`config.mk`:
```
export PLATFORM = sky130hd
export DESIGN_NAME = bp_be_long_scoreboard
export DESIGN_NICKNAME = d
export VERILOG_FILES = /design/src/rtl/bp_be_pkg.sv /design/src/rtl/bp_be_long_sb_fifo.sv /design/src/rtl/bp_be_long_scoreboard.sv
export SDC_FILE = /design/constraint.sdc
export NUM_CORES = 1
export LEC_CHECK = 0
export ABC_AREA = 1
export CORE_ASPECT_RATIO = 0.6
export CORE_MARGIN = 4
export CORE_UTILIZATION = 35
export CTS_CLUSTER_DIAMETER = 100
export DETAILED_ROUTE_END_ITERATION = 10
export DONT_BUFFER_PORTS = 1
export PLACE_DENSITY = 0.59
export SYNTH_ARGS = -nofsm -noshare
export SYNTH_HDL_FRONTEND = slang
export SYNTH_SLANG_ARGS = --single-unit
export TNS_END_PERCENT = 100
```
`constraint.sdc`:
```
create_clock -name clk_i -period 3.2 [get_ports clk_i]
set_clock_uncertainty 0.15 [all_clocks]
set_input_delay 0.16 -clock clk_i [delete_from_list [all_inputs] [get_ports clk_i]]
set_output_delay 0.16 -clock clk_i [all_outputs]
set_load 0.1 [all_outputs]
```
`src/rtl/bp_be_pkg.sv`:
```
// bp_be_pkg: backend types shared by the long-latency scoreboard.
// Holds the issue packet, the scoreboard entry and the issue packet width.
package bp_be_pkg;

  typedef enum logic [1:0] {
    e_bp_default_cfg,
    e_bp_multicore_1_cfg,
    e_bp_unicore_cfg
  } bp_params_e;

  typedef struct packed {
    logic       irs1_v;
    logic       irs2_v;
    logic       frs1_v;
    logic       frs2_v;
    logic       frs3_v;
    logic [4:0] rs1_addr;
    logic [4:0] rs2_addr;
    logic [4:0] rs3_addr;
    logic       long_v;
  } bp_be_issue_pkt_s;

  localparam int issue_pkt_width_lp = $bits(bp_be_issue_pkt_s);

  typedef struct packed {
    logic       frd;
    logic [4:0] rd_addr;
  } bp_be_long_sb_entry_s;

endpackage

```
`src/rtl/bp_be_long_sb_fifo.sv`:
```
// bp_be_long_sb_fifo: in-order store of outstanding long-op destinations.
// Ports: clk_i, reset_n_i (async, active-low), push_i/data_i enqueue,
// pop_i dequeues the head, head_o is the oldest entry, full_o/empty_o status.
// A pop on an empty FIFO is ignored; a push while full is taken only if a
// pop frees the slot in the same cycle.
module bp_be_long_sb_fifo
  import bp_be_pkg::*;
#(
  parameter int els_p = 4
) (
  input  logic                 clk_i,
  input  logic                 reset_n_i,
  input  logic                 push_i,
  input  bp_be_long_sb_entry_s data_i,
  input  logic                 pop_i,
  output bp_be_long_sb_entry_s head_o,
  output logic                 full_o,
  output logic                 empty_o
);

  localparam int ptr_w = (els_p > 1) ? $clog2(els_p) : 1;
  localparam int cnt_w = $clog2(els_p + 1);
  localparam logic [ptr_w-1:0] last_ptr = ptr_w'(els_p - 1);
  localparam logic [cnt_w-1:0] max_cnt = cnt_w'(els_p);

  bp_be_long_sb_entry_s mem [els_p];
  logic [ptr_w-1:0] rptr, wptr;
  logic [cnt_w-1:0] cnt;
  logic do_push, do_pop;

  assign full_o  = (cnt == max_cnt);
  assign empty_o = (cnt == '0);
  assign head_o  = mem[rptr];
  assign do_pop  = pop_i & ~empty_o;
  assign do_push = push_i & (~full_o | do_pop);

  always_ff @(posedge clk_i or negedge reset_n_i) begin
    if (!reset_n_i) begin
      rptr <= '0;
      wptr <= '0;
      cnt  <= '0;
    end else begin
      if (do_push) wptr <= (wptr == last_ptr) ? '0 : wptr + 1'b1;
      if (do_pop) rptr <= (rptr == last_ptr) ? '0 : rptr + 1'b1;
      cnt <= cnt + cnt_w'(do_push) - cnt_w'(do_pop);
    end
  end

  always_ff @(posedge clk_i) begin
    if (do_push) mem[wptr] <= data_i;
  end

endmodule

```
`src/rtl/bp_be_long_scoreboard.sv`:
```
// bp_be_long_scoreboard: stalls issue on RAW hazards against outstanding long ops.
// Ports: clk_i, reset_n_i (async, active-low), issue_pkt_i sources + long_v,
// rd_addr_i/frd_i destination, dispatch_v_i issue handshake, wb_v_i long-unit
// writeback of the oldest op, hazard_o stall, full_o capacity, err_o sticky
// writeback-on-empty error.
// Macro BP_BE_SCOREBOARD_WB_BYPASS_EN: when defined, a register being written
// back this cycle no longer stalls its consumers, and that pop frees a slot.
module bp_be_long_scoreboard
  import bp_be_pkg::*;
#(
  parameter bp_params_e bp_params_p = e_bp_multicore_1_cfg,
  parameter int         long_els_p  = 4
) (
  input  logic                          clk_i,
  input  logic                          reset_n_i,
  input  logic [issue_pkt_width_lp-1:0] issue_pkt_i,
  input  logic [4:0]                    rd_addr_i,
  input  logic                          frd_i,
  input  logic                          dispatch_v_i,
  input  logic                          wb_v_i,
  output logic                          hazard_o,
  output logic                          full_o,
  output logic                          err_o
);

  bp_be_issue_pkt_s pkt;
  bp_be_long_sb_entry_s head, entry;
  logic [31:0] irf_pend_r, frf_pend_r;
  logic [31:0] irf_set, frf_set, irf_clr, frf_clr;
  logic [31:0] irf_chk, frf_chk;
  logic empty, push_v, pop_v, full_chk, src_hit;

  assign pkt   = bp_be_issue_pkt_s'(issue_pkt_i);
  assign entry = '{frd: frd_i, rd_addr: rd_addr_i};
  assign pop_v  = wb_v_i & ~empty;
  assign push_v = dispatch_v_i & pkt.long_v & ~hazard_o;

  // x0 is hardwired zero, so it is never marked pending
  assign irf_set = (push_v & ~frd_i & (rd_addr_i != 5'd0)) ? (32'b1 << rd_addr_i) : '0;
  assign frf_set = (push_v & frd_i) ? (32'b1 << rd_addr_i) : '0;
  assign irf_clr = (pop_v & ~head.frd) ? (32'b1 << head.rd_addr) : '0;
  assign frf_clr = (pop_v & head.frd) ? (32'b1 << head.rd_addr) : '0;

`ifdef BP_BE_SCOREBOARD_WB_BYPASS_EN
  assign irf_chk  = irf_pend_r & ~irf_clr;
  assign frf_chk  = frf_pend_r & ~frf_clr;
  assign full_chk = full_o & ~pop_v;
`else
  assign irf_chk  = irf_pend_r;
  assign frf_chk  = frf_pend_r;
  assign full_chk = full_o;
`endif

  assign src_hit = (pkt.irs1_v & irf_chk[pkt.rs1_addr])
                 | (pkt.irs2_v & irf_chk[pkt.rs2_addr])
                 | (pkt.frs1_v & frf_chk[pkt.rs1_addr])
                 | (pkt.frs2_v & frf_chk[pkt.rs2_addr])
                 | (pkt.frs3_v & frf_chk[pkt.rs3_addr]);
  assign hazard_o = src_hit | (pkt.long_v & full_chk);

  bp_be_long_sb_fifo #(.els_p(long_els_p)) fifo (
    .clk_i    (clk_i),
    .reset_n_i(reset_n_i),
    .push_i   (push_v),
    .data_i   (entry),
    .pop_i    (wb_v_i),
    .head_o   (head),
    .full_o   (full_o),
    .empty_o  (empty)
  );

  // clear before set so a same-cycle pop and push of one register leaves it pending
  always_ff @(posedge clk_i or negedge reset_n_i) begin
    if (!reset_n_i) begin
      irf_pend_r <= '0;
      frf_pend_r <= '0;
      err_o      <= 1'b0;
    end else begin
      irf_pend_r <= (irf_pend_r & ~irf_clr) | irf_set;
      frf_pend_r <= (frf_pend_r & ~frf_clr) | frf_set;
      if (wb_v_i & empty) err_o <= 1'b1;
    end
  end

endmodule

```
==> results.cfg, run 1 <==
[synth]
seq_area_frac_synth = 0.393
yosysMostFrequentCell = nand2_1
synth_edf_count = 24
synthCells = 856
synth_seq_cells = 96
syn_area_sq_um = 6430
synth.area.top_cells = dfrtp_1, nand2_1, nand3_1, edfxtp_1, o21bai_1
synth.top_cells.by_count = nand2_1, nand3_1, dfrtp_1
synth_top_area_cell = dfrtp_1
ys_warn_count = 0
synth.avg_cell_area_sq_um = 7.51
yosysTopAreaCellShare = 0.280
yosysUniqueCellTypes = 36
async_flop_share = 0.750
syn_nets = 895
synthFlopType = dfrtp_1

[hold_path]
hold_path_end = frf_chk[0]
min-delay-start = rd_addr_i[4]
hp-class = input pin to flop
min_path_cells = 3

[run_status]
status = completed

[floorplanning]
die_y_microns = 113
core_area_sq_um = 18000
die_w_microns = 183
die_area_sq_um = 20700
io_pins = 34
start_util = 0.357
rows = 38

[setup_path]
worstPathMaxFanout = 8
cp_num_buf_inv = 2
cp-end-kind = flop
worstPathArrival_ns = 2.81
criticalPathCategory = flop to flop
cp.required_ns = 3.29
crit_family = simple AND/OR/NAND/NOR gates
critPathSlowestCell = dfrtp_1
critPathMaxStageDelay_ns = 0.47
r2r_end = fifo.cnt[2]
r2r_setup_slack_ns = 0.48
worst_setup_path_start_kind = flop
r2r_cells = 15
crit_chain = nand2_1, nand3_1, nand3_1, nand2_1, nand2_1, nand3_1, nand3_1, nand2_1, nor2_4, nand3_2, inv_1, ha_1, inv_1, fa_1, xor2_1
rr_startpoint = frf_chk[4]

[timing]
setup_violations = 0
fin_setup_tns_ns = 0
worst_pin_slew_ns = 1.12
fin_crit_sh = 0.848
slew_violations = 0
rsz0062_at_grt = false
max_freq_mhz = 368
slew_headroom = 0.250
final-hold-violation-count = 0
fin_crit_ns = 2.72

[grt]
grt_busiest_layer = met1
overflow = 0
grt_pass1_vias = 5656
grt_max_degree = 73
antenna_found_initial = 0
met2_usage = 0.273
grt_pass1_wl_microns = 35300
gr-usage-met3 = 0.0954
grt_util_met1 = 0.359
gr-usage-all-layers = 0.224

[pwr]
p_sw_uw = 2010
finalPower_uw = 4620
pwr-share-seq = 0.365
cell_internal_pwr_uw = 2610
powerDensity_nw_per_um2 = 663
p_clk_frac = 0.255
p_leak_uw = 0.00314
p_comb_frac = 0.380
switching_share = 0.435
ir_drop_v = 0.000310

[clocking]
cts_num_sinks = 96
clk_pin_slew_ns = 0.08
clk-insertion-delay-late_ns = 0.35
post_cts_buffers = 0
cts_resized = 0
root_buffer = clkbuf_16
clockBufferDepth = 2
cts_tree = yes
cts_hold_buf = 9
h-tree-depth = 3
cts_buffers = 9

[detailed_routing]
vias = 6169
first_iter_violations = 839
firstDrtPassIters = 5
wl_per_cell_microns = 21.2
antenna_left = 0
vias_per_cell = 5.66
drc = 0
drt_wl_total_microns = 23100

[layout]
multi_input_area_sq_um = 3300
final_area_sq_um = 6970
ff_latch_area_sq_um = 2520
stdcell_count = 1089
fill_cells = 1886
syn2layout_area_growth_pct = 8.53
diodes = 0
nNetsFinal = 883
final_layout_size_suffix_gt1_frac = 0.0813

[job]
drv_cap = 0

[place]
place_area_sq_um = 6550
dp_hpwl_microns = 16000
port_buffers = 0
numPlacedInstances = 1064
routabilityCongestion = 1.03
-- state kept, by name (all words and copies together), names as in the netlist --
register   count
irf_chk       32
fifo.mem      24
fifo.rptr      2
fifo.cnt       3
frf_chk       32
fifo.wptr      2
err_o          1
-- worst max-delay path by stage --
stage	from	endpoint	cells past startpoint
floorplan	fifo.cnt[1]	fifo.cnt[1]	11
global placement	issue_pkt_i[11]	fifo.cnt[1]	16
detailed placement	issue_pkt_i[6]	fifo.cnt[2]	16
CTS	frf_chk[12]	fifo.cnt[2]	15
global route	irf_chk[16]	fifo.cnt[2]	15
finish	frf_chk[4]	fifo.cnt[2]	15
-- through the flow --
| stage | setup slack [ns] | hold slack [ns] | utilization |
|---|---|---|---|
| finish | 0.485 | 0.0311 | 0.387 |
| global route | 0.351 | 0.0304 | 0.387 |
| CTS | 0.526 | 0.00178 | 0.387 |
| detailed placement | 0.539 | -0.282 | 0.363 |
| global placement | 0.561 | -0.282 | 0.363 |
| floorplan | 0.248 | -0.286 | - |
-- power by group through the flow --
stage / Sequential (uW) / Combinational [uW] / Clock (uW)
after floorplan: 1620 / 1240 / 0
after global placement: 1700 / 1650 / 0
after detailed placement: 1700 / 1660 / 0
after CTS: 1680 / 1710 / 1190
after global routing: 1710 / 1920 / 1250
final: 1690 / 1760 / 1180
-- routing by layer --
metal	part of all wire	vias up
li1	-	2839
met1	0.47	2927
met2	0.36	384
met3	0.15	17
met4	0.0071	2
met5	0.0032	-
-- cells in the final DEF, fill, tap and decap left out, types with 2 or more instances in the layout --
cell type	count
a21boi_0	16
a21oi_1	3
a32oi_2	2
and2_1	2
buf_4	18
clkbuf_16	9
dfrtp_1	72
dlygate4sd3_1	8
edfxtp_1	24
ha_1	7
inv_1	66
inv_2	11
inv_6	3
nand2_1	255
nand3_1	158
nand4_1	26
nand4_4	2
nor2_1	29
nor2_2	2
nor2_4	2
nor3_1	3
o21a_1	16
o21ai_0	33
o21ai_1	2
o21bai_1	55
o21bai_2	8
or2_2	3
-- tightest hold or removal path, stage by stage --
cell	delay, ns
inv_1	0.03
nand4_1	0.20
o21bai_1	0.10
-- final cells by class --
type,count,share of cell area
clock buffer,9,0.0323
tap,240,0.0431
inverter,77,0.0414
multi-input combinational,633,0.473
clock inverter,7,0.0133
timing repair buffer,27,0.0348
sequential,96,0.362
-- cells by family after synthesis --
group | after synthesis | synth area share
AO/OA/AOI/OAI | 138 | 0.158
XOR/XNOR | 1 | 0.00136
adder cells (fa/ha/maj) | 8 | 0.0167
flip-flops | 96 | 0.393
buffers and inverters | 127 | 0.0940
AND/OR/NAND/NOR | 486 | 0.338
Power figures use the tool's default switching activity.
==> run 2: changes to the inputs <==
clock period = 2.5 ns   (was 3.2 ns; I/O delays follow)
==> run 2 against run 1 <==
Net effect: routed wire length up 1.4%; final cell count up 1.9%; global-route usage is 0.34 points higher; worst hold slack lost 0.026 ns; non-clock buffer count up 21; flip-flop and latch count unchanged; worst setup slack lost 0.44 ns; maximum frequency rose by 11%; utilization up 1.8 points; critical endpoint is now fifo.cnt[1]; clock power increased by 24%; via count rose by 0.96%; critical path type unchanged; largest power group unchanged.
==> results.cfg, run 2 (synthesis results as in run 1) <==
[timing]
fin_crit_sh = 0.983
slew_headroom = 0.303
rsz0062_at_grt = true
worst_pin_slew_ns = 1.04
slew_violations = 0
fin_crit_ns = 2.46
final-hold-violation-count = 0
max_freq_mhz = 407
setup_violations = 0

[place]
port_buffers = 0
routabilityCongestion = 0.939
dp_hpwl_microns = 16600

[detailed_routing]
met3WireLength_microns = 3350
wl_met2_microns = 8180
routed.top_layer = met4
antenna_left = 0
vias_per_cell = 5.61
first_iter_violations = 947
firstDrtPassIters = 6
met1Wirelength_microns = 11500
drt_wl_total_microns = 23400
vias = 6228
drc = 0
wl_per_cell_microns = 21.1

[run_status]
status = completed

[clocking]
cts_buffers = 9
clk_pin_slew_ns = 0.08
clockBufferDepth = 2
clk-insertion-delay-late_ns = 0.36
cts_tree = yes
root_buffer = clkbuf_16
cts_num_sinks = 96
h-tree-depth = 3

[setup_path]
worstPathArrival_ns = 2.56
r2r_setup_slack_ns = 0.04
rr_startpoint = frf_chk[3]
r2r_cells = 15
worstPathMaxFanout = 6
cp-end-kind = flop
criticalPathCategory = flop to flop
worst_setup_path_start_kind = flop
r2r_end = fifo.cnt[1]
cp.required_ns = 2.61

[grt]
gr-usage-all-layers = 0.228
grt_pass1_wl_microns = 36100
grt_pass1_vias = 5732
antenna_found_initial = 0
grt_max_degree = 73
overflow = 0

[layout]
final_common_cell = nand2_1
final_layout_size_suffix_gt1_frac = 0.130
layout_common_cells = nand2_1, nand3_1, inv_1, dfrtp_1, o21bai_1
fin_util = 0.405
diodes = 0
syn2layout_area_growth_pct = 13.6
multi_input_area_sq_um = 3380
ff_latch_area_sq_um = 2530
fill_cells = 1829
nNetsFinal = 904

[hold_path]
hold_path_end = fifo.rptr[0]
hp-class = input pin to flop
min-delay-start = wb_v_i
min_path_cells = 4

[floorplanning]
io_pins = 34
core_area_sq_um = 18000
rows = 38
die_area_sq_um = 20700
die_y_microns = 113
start_util = 0.357
die_w_microns = 183

[job]
drv_cap = 0

[pwr]
powerDensity_nw_per_um2 = 827
finalPower_uw = 6040
p_leak_uw = 0.00326
ir_drop_v = 0.000354
-- run 2: cell type report --
class,instances,share of cell area
multi-input cells,633,0.463
clock inverters,7,0.0118
repair buffers,48,0.0668
inverters,77,0.0399
flip-flops and latches,96,0.347
clock buffers,9,0.0308
well taps,240,0.0411
-- run 2: per-layer routing --
metal | track usage | vias to the layer above
met1 | 0.379 | 2901
met3 | 0.0851 | 31
met2 | 0.273 | 417
li1 | - | 2879
met4 | 0.0322 | 0
met5 | 0 | -
-- run 2: timing repair --
item / 4_1_cts / 5_1_grt
buffers inserted: 0 / 1
setup endpoints to repair: 0 / 45
resized for setup: 0 / 24
hold buffers: 9 / 0
hold endpoints to repair: 155 / 0
-- run 2: worst max-delay path by stage --
stage                               from        endpoint  slack (ns)  depth (start not counted)
after floorplan              fifo.cnt[1]     fifo.cnt[1]        0.01                         11
after global placement        frf_chk[3]     fifo.cnt[2]      -0.008                         15
after detailed placement  issue_pkt_i[7]  fifo.mem[1][0]        0.02                         12
after CTS                    frf_chk[27]  fifo.mem[1][2]       0.004                         11
after global routing         frf_chk[21]  fifo.mem[1][2]       -0.08                         11
final                         frf_chk[3]     fifo.cnt[1]        0.04                         15
-- run 2: stage by stage --
stage | cells | area, sq um | hold WS, ns | setup TNS (ns) | setup slack [ns]
after floorplan | 856 | 6440 | -0.321 | 0 | 0.0118
after global placement | 1084 | 6800 | -0.317 | -0.00787 | -0.00787
after detailed placement | 1084 | 6800 | -0.316 | 0 | 0.0203
after CTS | 1109 | 7220 | 0.00123 | 0 | 0.00392
after global routing | 1110 | 7300 | 0.0337 | -1.27 | -0.0768
final | 1110 | 7300 | 0.00522 | 0 | 0.0429
-- run 2: critical path, cell delays in order (launching register included) --
cell     delay [ns]
dfrtp_2        0.46
nand2_1        0.08
nand3_1        0.08
nand3_1        0.09
nand2_1        0.08
nand2_1        0.09
nand3_1        0.08
nand3_1        0.11
nand2_2        0.07
nor2_4         0.14
nand3_4        0.12
inv_2          0.11
ha_4           0.12
inv_1          0.04
fa_2           0.50
inv_1          0.04
-- run 2: power by group --
group          internal, uW  switching (uW)  total, uW
combinational           835            1590       2430
clock                   720             741       1460
sequential             1840             307       2150
==> run 3: changes to the inputs <==
ABC_AREA = 0   (was 1)
==> run 3 against run 2 <==
Net effect: the run now ends with negative setup slack left; sequential power about the same; maximum frequency decreased by 25%; global-route usage decreased by 1.5 points; combinational power decreased by 7%; clock power decreased by 5%; sequential share of layout area decreased by 1.7 points; via count decreased by 24%; largest power group unchanged.
==> results.cfg, run 3 <==
[run_status]
status = finished, violations left
violations = negative setup slack

[timing]
final-hold-violation-count = 0
max_freq_mhz = 307
fin_setup_tns_ns = -63.29
fin_ws_ns = -0.758
rsz0062_at_grt = true
worst_pin_slew_ns = 1.02
slew_violations = 0
fin_crit_sh = 1.30
slew_headroom = 0.320
setup_violations = 93
fin_crit_ns = 3.26

[grt]
gr-usage-all-layers = 0.213
antenna_found_initial = 1
overflow = 0
grt_pass1_vias = 4677
grt_pass1_wl_microns = 29100
grt_max_degree = 73

[clocking]
root_buffer = clkbuf_16
clk_pin_slew_ns = 0.07
clk-insertion-delay-late_ns = 0.35
cts_buffers = 9
cts_tree = yes
clockBufferDepth = 2
cts_num_sinks = 96
h-tree-depth = 3

[synth]
synth.top_cells.by_count = dfrtp_1, o21ai_0, o31ai_1
syn_area_sq_um = 5640
synth_seq_cells = 96
yosysTopAreaCellShare = 0.319
synthFlopType = dfrtp_1
synth_top_area_cell = dfrtp_1
yosysUniqueCellTypes = 55
synthCells = 464
synth.area.top_cells = dfrtp_1, mux4_2, edfxtp_1, o31ai_1, o21ai_0
yosysMostFrequentCell = dfrtp_1
synth.avg_cell_area_sq_um = 12.2
synth_edf_count = 24
seq_area_frac_synth = 0.447
syn_nets = 503
async_flop_share = 0.750
ys_warn_count = 0

[setup_path]
worst_setup_path_start_kind = flop
cp.required_ns = 2.59
worstPathArrival_ns = 3.35
cp-end-kind = flop
criticalPathCategory = flop to flop
worstPathMaxFanout = 9

[pwr]
finalPower_uw = 5790
powerDensity_nw_per_um2 = 756
ir_drop_v = 0.000457
p_leak_uw = 0.00291

[detailed_routing]
vias = 4724
drc = 0
drt_wl_total_microns = 20400
wl_per_cell_microns = 27.9
firstDrtPassIters = 5
antenna_left = 0
vias_per_cell = 6.45
first_iter_violations = 513

[floorplanning]
die_y_microns = 106
io_pins = 34
rows = 35
start_util = 0.362
die_w_microns = 172
die_area_sq_um = 18300
core_area_sq_um = 15600

[layout]
final_layout_size_suffix_gt1_frac = 0.407
syn2layout_area_growth_pct = 35.8
fill_cells = 1318
layout_common_cells = dfrtp_1, o21ai_0, buf_4
final_common_cell = dfrtp_1
final_area_sq_um = 7660
fin_util = 0.491
nNetsFinal = 562

[place]
port_buffers = 0
routabilityCongestion = 0.916
place_ws_ns = -0.740
place_area_sq_um = 6200
dp_hpwl_microns = 13300

[job]
drv_cap = 0

[hold_path]
hp-class = input pin to asynchronous set/reset pin
==> run 3: worst paths after layout <==
kind	from	cells past startpoint	endpoint	slack, ns
setup / recovery	irf_chk[0]	11	frf_chk[30]	-0.76
hold / removal	reset_n_i	2	irf_chk[24]	0.18
setup reg to reg	irf_chk[0]	11	frf_chk[30]	-0.76
hold reg to reg	fifo.cnt[2]	2	fifo.cnt[2]	0.40
max in group asynchronous	reset_n_i	2	frf_chk[13]	1.70
min in group clk_i	rd_addr_i[1]	2	frf_chk[28]	0.21
==> run 3: logic make-up after synthesis <==
group	synth area share
XOR/XNOR	0.00311
AO/OA/AOI/OAI	0.185
adder cells (fa/ha/maj)	0.0191
multiplexers	0.212
flip-flops	0.447
buffers and inverters	0.0452
AND/OR/NAND/NOR	0.0887
==> run 3: timing repair <==
action / in CTS / in global routing
hold endpoints to repair: 100 / 0
pin swaps: 1 / 2
gates resized for setup: 53 / 87
hold buffers: 11 / 0
setup endpoints to repair: 93 / 93
cloned: 2 / 5
buffers inserted: 2 / 5
==> run 3: stage by stage <==
stage | hold WS, ns | cells
floorplan | -0.321 | 464
global placement | -0.317 | 691
detailed placement | -0.317 | 691
CTS | 0.0678 | 722
global route | 0.212 | 732
finish | 0.181 | 732
==> run 3: power breakdown <==
| group | switching [uW] | internal, uW | leakage [uW] |
|---|---|---|---|
| logic | 1230 | 1040 | 0.00158 |
| registers | 283 | 1860 | 0.00119 |
| clock network | 605 | 772 | 0.000138 |
| total | 2120 | 3670 | 0.00291 |
==> run 3: final cells by class <==
type	instances	area (sq um)	share of cell area
tap	203	254	0.0332
antenna	1	2.50	0.000327
clock inverter	6	58.8	0.00768
clock buffer	10	229	0.0299
multi-input combinational	320	3660	0.478
sequential	96	2520	0.329
inverter	15	58.8	0.00768
timing repair buffer	81	871	0.114
==> run 3: critical path, stage by stage, from the launching register on <==
cell	delay (ns)
dfrtp_1	0.41
mux4_2	0.46
nor2b_1	0.15
a2111oi_0	0.53
nor3_1	0.14
a311oi_2	0.32
nand4_4	0.15
buf_4	0.17
buf_6	0.12
buf_12	0.15
buf_8	0.16
o31ai_4	0.25
==> run 3: metal layers <==
layer	part of all wire	track usage	wire (microns)
met5	0	0	0
met2	0.41	0.275	8390
met1	0.45	0.322	9160
met3	0.12	0.0925	2550
met4	0.016	0.0510	332
